--- src/rtl/simon_pkg.sv ---
// Package: simon_pkg
// Purpose: Constants and types shared by the Simon game blocks (button_decoder
//          and simon_fsm): colour index width, number of buttons, decoder FSM
//          state encodings and a one-hot to index encoder.
// Ports:   none (package)
package simon_pkg;

  localparam int BTN_W   = 2;
  localparam int NUM_BTN = 4;

  // Colour indices, bit i of the button vector is colour i
  localparam logic [BTN_W-1:0] COLOUR_0 = 2'd0;
  localparam logic [BTN_W-1:0] COLOUR_1 = 2'd1;
  localparam logic [BTN_W-1:0] COLOUR_2 = 2'd2;
  localparam logic [BTN_W-1:0] COLOUR_3 = 2'd3;

  // Decoder presentation FSM states
  typedef enum logic [1:0] {
    IDLE = 2'd0,
    PEND = 2'd1,
    SHOW = 2'd2
  } dec_state_t;

  // Encodes a single-hot button vector into its colour index. Only meaningful
  // when exactly one bit is set; the caller filters out other cases.
  function automatic logic [BTN_W-1:0] btn_index(input logic [NUM_BTN-1:0] v);
    logic [BTN_W-1:0] idx;
    idx = COLOUR_0;
    if (v[1]) idx = COLOUR_1;
    if (v[2]) idx = COLOUR_2;
    if (v[3]) idx = COLOUR_3;
    return idx;
  endfunction

endpackage

--- src/rtl/debounce_vec.sv ---
// Module: debounce_vec
// Purpose: Two-flop synchroniser per bit followed by a debouncer whose single
//          counter is shared by the whole vector: the synchronised vector must
//          be unchanged for DEB_CYCLES consecutive clocks before it is copied
//          to deb_v.
// Ports:
//   clk     in   1           system clock
//   reset   in   1           synchronous active-high reset
//   raw     in   W           asynchronous raw inputs
//   deb_v   out  W           debounced vector
//   deb_ok  out  1           high once deb_v holds a genuinely debounced value
//                            (as opposed to its reset value)
module debounce_vec
  import simon_pkg::*;
#(
  parameter int W          = NUM_BTN,
  parameter int DEB_CYCLES = 50000,
  parameter int CNT_W      = 16
) (
  input  logic         clk,
  input  logic         reset,
  input  logic [W-1:0] raw,
  output logic [W-1:0] deb_v,
  output logic         deb_ok
);

  localparam logic [CNT_W-1:0] CNT_MAX = CNT_W'(DEB_CYCLES - 1);

  logic [W-1:0]     sync_1;
  logic [W-1:0]     sync_v;
  logic [W-1:0]     prev_v;
  logic [CNT_W-1:0] cnt;

  // Synchroniser, change detector and saturating stability counter. Any
  // change restarts the count; once saturated the counter holds and deb_v
  // keeps tracking the (now stable) synchronised vector.
  always_ff @(posedge clk) begin
    if (reset) begin
      sync_1 <= '0;
      sync_v <= '0;
      prev_v <= '0;
      cnt    <= '0;
      deb_v  <= '0;
      deb_ok <= 1'b0;
    end else begin
      sync_1 <= raw;
      sync_v <= sync_1;
      prev_v <= sync_v;
      if (sync_v != prev_v) begin
        cnt <= '0;
      end else if (cnt == CNT_MAX) begin
        deb_v  <= sync_v;
        deb_ok <= 1'b1;
      end else begin
        cnt <= cnt + 1'b1;
      end
    end
  end

endmodule

--- src/rtl/button_decoder.sv ---
// Module: button_decoder
// Purpose: Turns the four raw player buttons into clean single press events
//          for simon_fsm. Debounces the buttons, accepts only a press from an
//          all-released state with exactly one button, and presents it as
//          btn_valid/btn_val held across exactly one game-tick edge.
// Ports:
//   clk        in   1  system clock
//   reset      in   1  synchronous active-high reset
//   btn_raw    in   4  asynchronous raw buttons, bit i = colour i
//   tick_en    in   1  one-clk pulse marking each game-tick edge
//   btn_valid  out  1  press presented to simon_fsm
//   btn_val    out  2  colour index while btn_valid, 0 otherwise
//   overrun    out  1  one-clk pulse: press dropped, presentation busy
//   multi_rej  out  1  one-clk pulse: press with several buttons rejected
module button_decoder
  import simon_pkg::*;
#(
  parameter int DEB_CYCLES = 50000,
  parameter int CNT_W      = 16
) (
  input  logic               clk,
  input  logic               reset,
  input  logic [NUM_BTN-1:0] btn_raw,
  input  logic               tick_en,
  output logic               btn_valid,
  output logic [BTN_W-1:0]   btn_val,
  output logic               overrun,
  output logic               multi_rej
);

  logic [NUM_BTN-1:0] deb_v;
  logic               deb_ok;
  logic [NUM_BTN-1:0] deb_prev;
  logic               armed;

  logic               rise;
  logic               evt;
  logic               multi;

  dec_state_t         state, state_n;
  logic [BTN_W-1:0]   btn_val_q, btn_val_q_n;
  logic               btn_valid_n;
  logic [BTN_W-1:0]   btn_val_n;
  logic               overrun_n;

  debounce_vec #(
    .W          (NUM_BTN),
    .DEB_CYCLES (DEB_CYCLES),
    .CNT_W      (CNT_W)
  ) u_debounce (
    .clk    (clk),
    .reset  (reset),
    .raw    (btn_raw),
    .deb_v  (deb_v),
    .deb_ok (deb_ok)
  );

  // The qualifier is only armed after an all-released vector has actually
  // been debounced. Without this, a button held through reset would look like
  // a fresh press once the reset value of deb_v is overwritten.
  always_ff @(posedge clk) begin
    if (reset) begin
      deb_prev <= '0;
      armed    <= 1'b0;
    end else begin
      deb_prev <= deb_v;
      if (deb_ok && (deb_v == '0)) begin
        armed <= 1'b1;
      end
    end
  end

  // Press qualification: only a transition out of all-released counts.
  always_comb begin
    rise  = armed && (deb_prev == '0) && (deb_v != '0);
    evt   = rise && $onehot(deb_v);
    multi = rise && !$onehot(deb_v);
  end

  // Presentation FSM next state and next registered outputs. An event is
  // accepted only in IDLE; the cycle SHOW exits still counts as busy.
  always_comb begin
    state_n     = state;
    btn_val_q_n = btn_val_q;
    btn_valid_n = btn_valid;
    btn_val_n   = btn_val;
    overrun_n   = 1'b0;
    case (state)
      IDLE: begin
        btn_valid_n = 1'b0;
        btn_val_n   = '0;
        if (evt) begin
          btn_val_q_n = btn_index(deb_v);
          state_n     = PEND;
        end
      end
      PEND: begin
        overrun_n = evt;
        if (tick_en) begin
          state_n     = SHOW;
          btn_valid_n = 1'b1;
          btn_val_n   = btn_val_q;
        end
      end
      SHOW: begin
        overrun_n = evt;
        if (tick_en) begin
          state_n     = IDLE;
          btn_valid_n = 1'b0;
          btn_val_n   = '0;
        end
      end
      default: begin
        state_n     = IDLE;
        btn_valid_n = 1'b0;
        btn_val_n   = '0;
      end
    endcase
  end

  // State and output registers
  always_ff @(posedge clk) begin
    if (reset) begin
      state     <= IDLE;
      btn_val_q <= '0;
      btn_valid <= 1'b0;
      btn_val   <= '0;
      overrun   <= 1'b0;
      multi_rej <= 1'b0;
    end else begin
      state     <= state_n;
      btn_val_q <= btn_val_q_n;
      btn_valid <= btn_valid_n;
      btn_val   <= btn_val_n;
      overrun   <= overrun_n;
      multi_rej <= multi;
    end
  end

endmodule

--- config.mk ---
export PLATFORM = sky130hd
export DESIGN_NAME = button_decoder
export DESIGN_NICKNAME = d
export VERILOG_FILES = /design/src/rtl/simon_pkg.sv /design/src/rtl/debounce_vec.sv /design/src/rtl/button_decoder.sv
export SDC_FILE = /design/constraint.sdc
export NUM_CORES = 1
export LEC_CHECK = 0
export CORE_MARGIN = 2
export CORE_UTILIZATION = 33
export CTS_CLUSTER_DIAMETER = 30
export DETAILED_ROUTE_END_ITERATION = 16
export PLACE_DENSITY = 0.6
export SLEW_MARGIN = 0
export SYNTH_ARGS = -nofsm -noshare
export SYNTH_HDL_FRONTEND = slang
export SYNTH_HIERARCHICAL = 1
export SYNTH_SLANG_ARGS = --single-unit
--- constraint.sdc ---
create_clock -name clk -period 4.5 [get_ports clk]
set_input_delay 0.675 -clock clk [delete_from_list [all_inputs] [get_ports clk]]
set_output_delay 0.675 -clock clk [all_outputs]
set_load 0.01 [all_outputs]
==> results <==
- The flow ran to the end, and the final reports show no timing, DRC or antenna violations.
- The path depth of the worst reg2reg path is 9.
- The internal portion of the total power is 544 uW.
- TritonCTS built the clock tree.
- The routed wire length per instance is 11.1 um.
- In this run the mean area of a mapped cell was 9.64 um^2.
- In this run the vertical extent of the chip is 82.3 um.
- Excluding fillers, the count of instances in the completed layout stands at 296.
- The core area is 5920 um^2.
- The number of different library cells used by synthesis comes to 47.
- In this run the power density over the cells is 310 nW/um^2.
- The first global-routing pass estimated 5.96 mm of wire.
- Sequential cells were found to cover 46.5% of the synthesized design area.
- The combinational share of power is 4.4%.
- The slowest stage of the critical path belongs to the cell sky130_fd_sc_hd__fa_1.
- In this run the remaining antenna-violating nets after routing total 0.
- The worst slew margin relative to its limit is 44.9%.
- The maximum cell stage delay along the critical path is 0.49 ns.
- The kind of launch point of the worst setup path is a flip-flop.
- CTS saw 47 sinks.
- The initial utilization of the core area, before any placement, comes to 34.2%.
- The die covers 6780 um^2.
- Along the worst path, the maximum fanout reaches 8.
- The via count of the first global-routing pass is 1339.
- The number of antenna violations at the first check in global routing is 0.
- The count of cells resized by post-cts repair is 0.
- The number of setup buffers added after CTS is 0.
- The count of buffers added on input and output ports is 11.
- STA puts the critical path data required time at 4.72 ns.
- The worst setup path is captured at a flip-flop.
- The library cells used most frequently in the layout, excluding fill and tap cells, are sky130_fd_sc_hd__dfxtp_1, sky130_fd_sc_hd__nor2_1, sky130_fd_sc_hd__nor2b_1.
- The detailed router's first-iteration violation count is 42.
- The level count of the clock H-tree is 2.
- For this run, the total global-route usage over all layers was measured as 11.5%.
- The leakage power total is 0.807 nW.
- Cells with a size suffix above 1 make up 9.50% of the layout.
- Detailed placement ended at an HPWL of 2.21 mm.
- After clock tree synthesis, the clock-pin slew on the worst setup and hold paths is 0.09 ns.
- Of the total power, the share spent switching nets is 22.5%.
- Relative to the synthesized area, the layout overhead comes to 12.1%.
- The wire length on met2 is 1.44 mm.
- The clock period minus worst slack is 2.52 ns.
- The core occupancy in the finished layout is 38.3%.
- 0 antenna diodes ended up in the layout.
- The longest clock path from root to sink contains 2 buffers.
- Using the TritonRoute via totals, the vias-per-cell ratio works out to 4.71.
- The total number of nets in the final design is 235.
- The total overflow left after global routing is 0.
- Summed over all failing endpoints, the final setup total negative slack is 0 ns.
- The peak supply drop is 0.115 mV.
- The measured slew at the worst slew-check pin is 0.820 ns.
- The cell count after placement is 288.
- In this run the number of cells on the critical path is 9.
- For this design the total switching power over the nets is 158 uW.
- The post-synthesis instance total is 210.
- The highest routed metal layer is met4.
- During synthesis, Yosys emitted a total of 6 warnings.
- The max-capacitance violation count is 0.
- The type of the worst setup path is flip-flop to flip-flop.
- The top achievable clock speed is 0.397 GHz.
- The library cell used most frequently in the layout, excluding fill and tap cells, is sky130_fd_sc_hd__dfxtp_1.
- During I/O placement, the number of pins put on the boundary was 12.
- The pin count of the biggest net entering global routing is 33.
- Setup slack closes at 1.98 ns.
- For the worst-skew pair, the clock arrives at the later sink with an insertion delay of 0.30 ns.
- The worst clock skew on the final layout is 0.0107 ns.
- Along the worst hold path, the cell count comes to 1.
- Setup repair after global routing left no endpoint under its margin.
- Buffers inserted to repair hold after CTS numbered 0.
- The clock buffer count from CTS is 5.
- The first detailed-routing pass took 4 iterations.
- The count of endpoints failing hold in the final timing report came to 0.
- The routed length on met1 is 1.68 mm.
- Counting every net in the synthesized netlist gives 225.
- The met3 wirelength from detailed routing is 92 um.
- In this run the cell area of the synthesized design comes to 2020 um^2.
- The kind of cell with the highest combined delay along the critical path is adder cells.
- Power comes to 702 uW.
- The total of flip-flops plus latches after synthesis is 47.
- The number of core rows is 28.
- The last weighted congestion value of the routability-driven placer is 0.776.
- The number of design rule violations left after detail routing is 0.
- The critical path goes through inv_1 > fa_1 > inv_1 > ha_1 > ha_1 > nor3b_1 > and4_1 > a21oi_1 > a311oi_1.
- The max-slew violation total from the final report is 0.
- Setup violations remaining at the end of the flow were counted as 0.
- The total via count in the routed design is 1393.
- The portion of the clock cycle consumed by the worst path in the final layout is 56.0%.
- The path category of the worst min-delay check is flip-flop to flip-flop.
- Per report_power, the clock group accounts for 35.2% of the total.
- The floorplan step set the die width to 82.3 um.
- The critical path buffer and inverter count is 2.
- The clock tree root buffer cell is sky130_fd_sc_hd__clkbuf_8.
- The final layout contains routed wiring with a total length of 3.30 mm.
- The arrival time at the worst endpoint is 2.74 ns.
- Timing analysis after detailed placement gives a worst setup slack of 1.99 ns.
- The sequential share of power is 60.5%.
## area by class of cell
cell class / instances / area [um^2]
clock buffers: 6 / 72.6
inverters: 10 / 37.5
repair buffers: 12 / 118
clock inverters: 2 / 12.5
flip-flops and latches: 47 / 941
multi-input cells: 144 / 993
well taps: 75 / 93.8
fillers: 586 / 3650
## synth_stat cells, drive strengths merged
library cell | instances | area share [%]
a32oi | 1 | 0.43
nor3b | 2 | 0.74
xor2 | 10 | 4.7
or4 | 1 | 0.37
or3 | 2 | 0.68
nor4 | 4 | 2.7
or4b | 2 | 1.2
a311oi | 2 | 0.87
ha | 7 | 4.3
a21oi | 8 | 2.5
buf | 3 | 1.5
nand4 | 5 | 1.5
a22oi | 2 | 0.74
nand3b | 1 | 0.37
mux2i | 2 | 0.99
and4 | 2 | 0.93
and2 | 1 | 0.37
nand4b | 1 | 0.43
fa | 1 | 0.99
and3 | 3 | 0.99
a211oi | 1 | 0.37
o21ai | 8 | 2.3
nor2b | 13 | 4.0
clkbuf | 6 | 1.1
nor2 | 26 | 4.8
or3b | 1 | 0.43
nor3 | 6 | 1.5
xnor2 | 5 | 2.2
inv | 10 | 1.9
a31oi | 2 | 0.62
dfxtp | 47 | 46
nand2 | 4 | 0.74
nand2b | 6 | 1.9
o31ai | 1 | 0.37
mux2 | 1 | 0.56
nand3 | 12 | 3.0
and3b | 1 | 0.43
## power groups by stage
stage	clock network, mW	logic, mW	registers, mW
final	0.247	0.0307	0.425
after global routing	0.272	0.0347	0.426
after CTS	0.257	0.0314	0.425
after detailed placement	0	0.0313	0.435
after global placement	0	0.0308	0.434
after floorplan	0	0.0213	0.434
## registers in the layout, summed over array words and instances (netlist names)
name               count
u_debounce/deb_v       4
deb_prev               4
u_debounce/sync_1      4
u_debounce/sync_v      4
btn_val                2
u_debounce/cnt        16
btn_val_q              2
state                  2
btn_valid              1
overrun                1
armed                  1
multi_rej              1
u_debounce/prev_v      4
u_debounce/deb_ok      1
## cell families after synthesis
| family | synth area share, % |
|---|---|
| AO/OA/AOI/OAI | 8.28 |
| adder cells (fa/ha/maj) | 5.32 |
| buffers and inverters | 4.45 |
| flip-flops | 46.5 |
| XOR/XNOR | 6.86 |
| AND/OR/NAND/NOR | 27.1 |
| multiplexers | 1.55 |
## routing by layer
| metal | track usage [%] | vias to the layer above |
|---|---|---|
| met5 | 0 | - |
| met4 | 6.50 | 0 |
| met3 | 3.26 | 6 |
| met2 | 17.9 | 15 |
| met1 | 14.1 | 634 |
| li1 | - | 738 |
## worst register-to-register path, cell delays in order (launching register included)
cell,delay [ns]
sky130_fd_sc_hd__dfxtp_1,0.39
sky130_fd_sc_hd__inv_1,0.09
sky130_fd_sc_hd__fa_1,0.49
sky130_fd_sc_hd__inv_1,0.04
sky130_fd_sc_hd__ha_1,0.17
sky130_fd_sc_hd__ha_1,0.27
sky130_fd_sc_hd__nor3b_1,0.25
sky130_fd_sc_hd__and4_1,0.38
sky130_fd_sc_hd__a21oi_1,0.11
sky130_fd_sc_hd__a311oi_1,0.25
## through the flow
step | area [um^2] | hold slack [ns]
after floorplan | 2020 | 0.414
after global placement | 2180 | 0.416
after detailed placement | 2180 | 0.422
after CTS | 2270 | 0.442
after global routing | 2270 | 0.461
final | 2270 | 0.440
## path summary, 6_finish.rpt
path                         from              endpoint  slack (ns)
max           u_debounce/deb_v[3]          btn_val_q[1]        1.98
max reg2reg   u_debounce/deb_v[3]          btn_val_q[1]        1.98
min reg2reg  u_debounce/sync_1[2]  u_debounce/sync_v[2]        0.44
min          u_debounce/sync_1[2]  u_debounce/sync_v[2]        0.44
(Power assumes the default switching activity.)
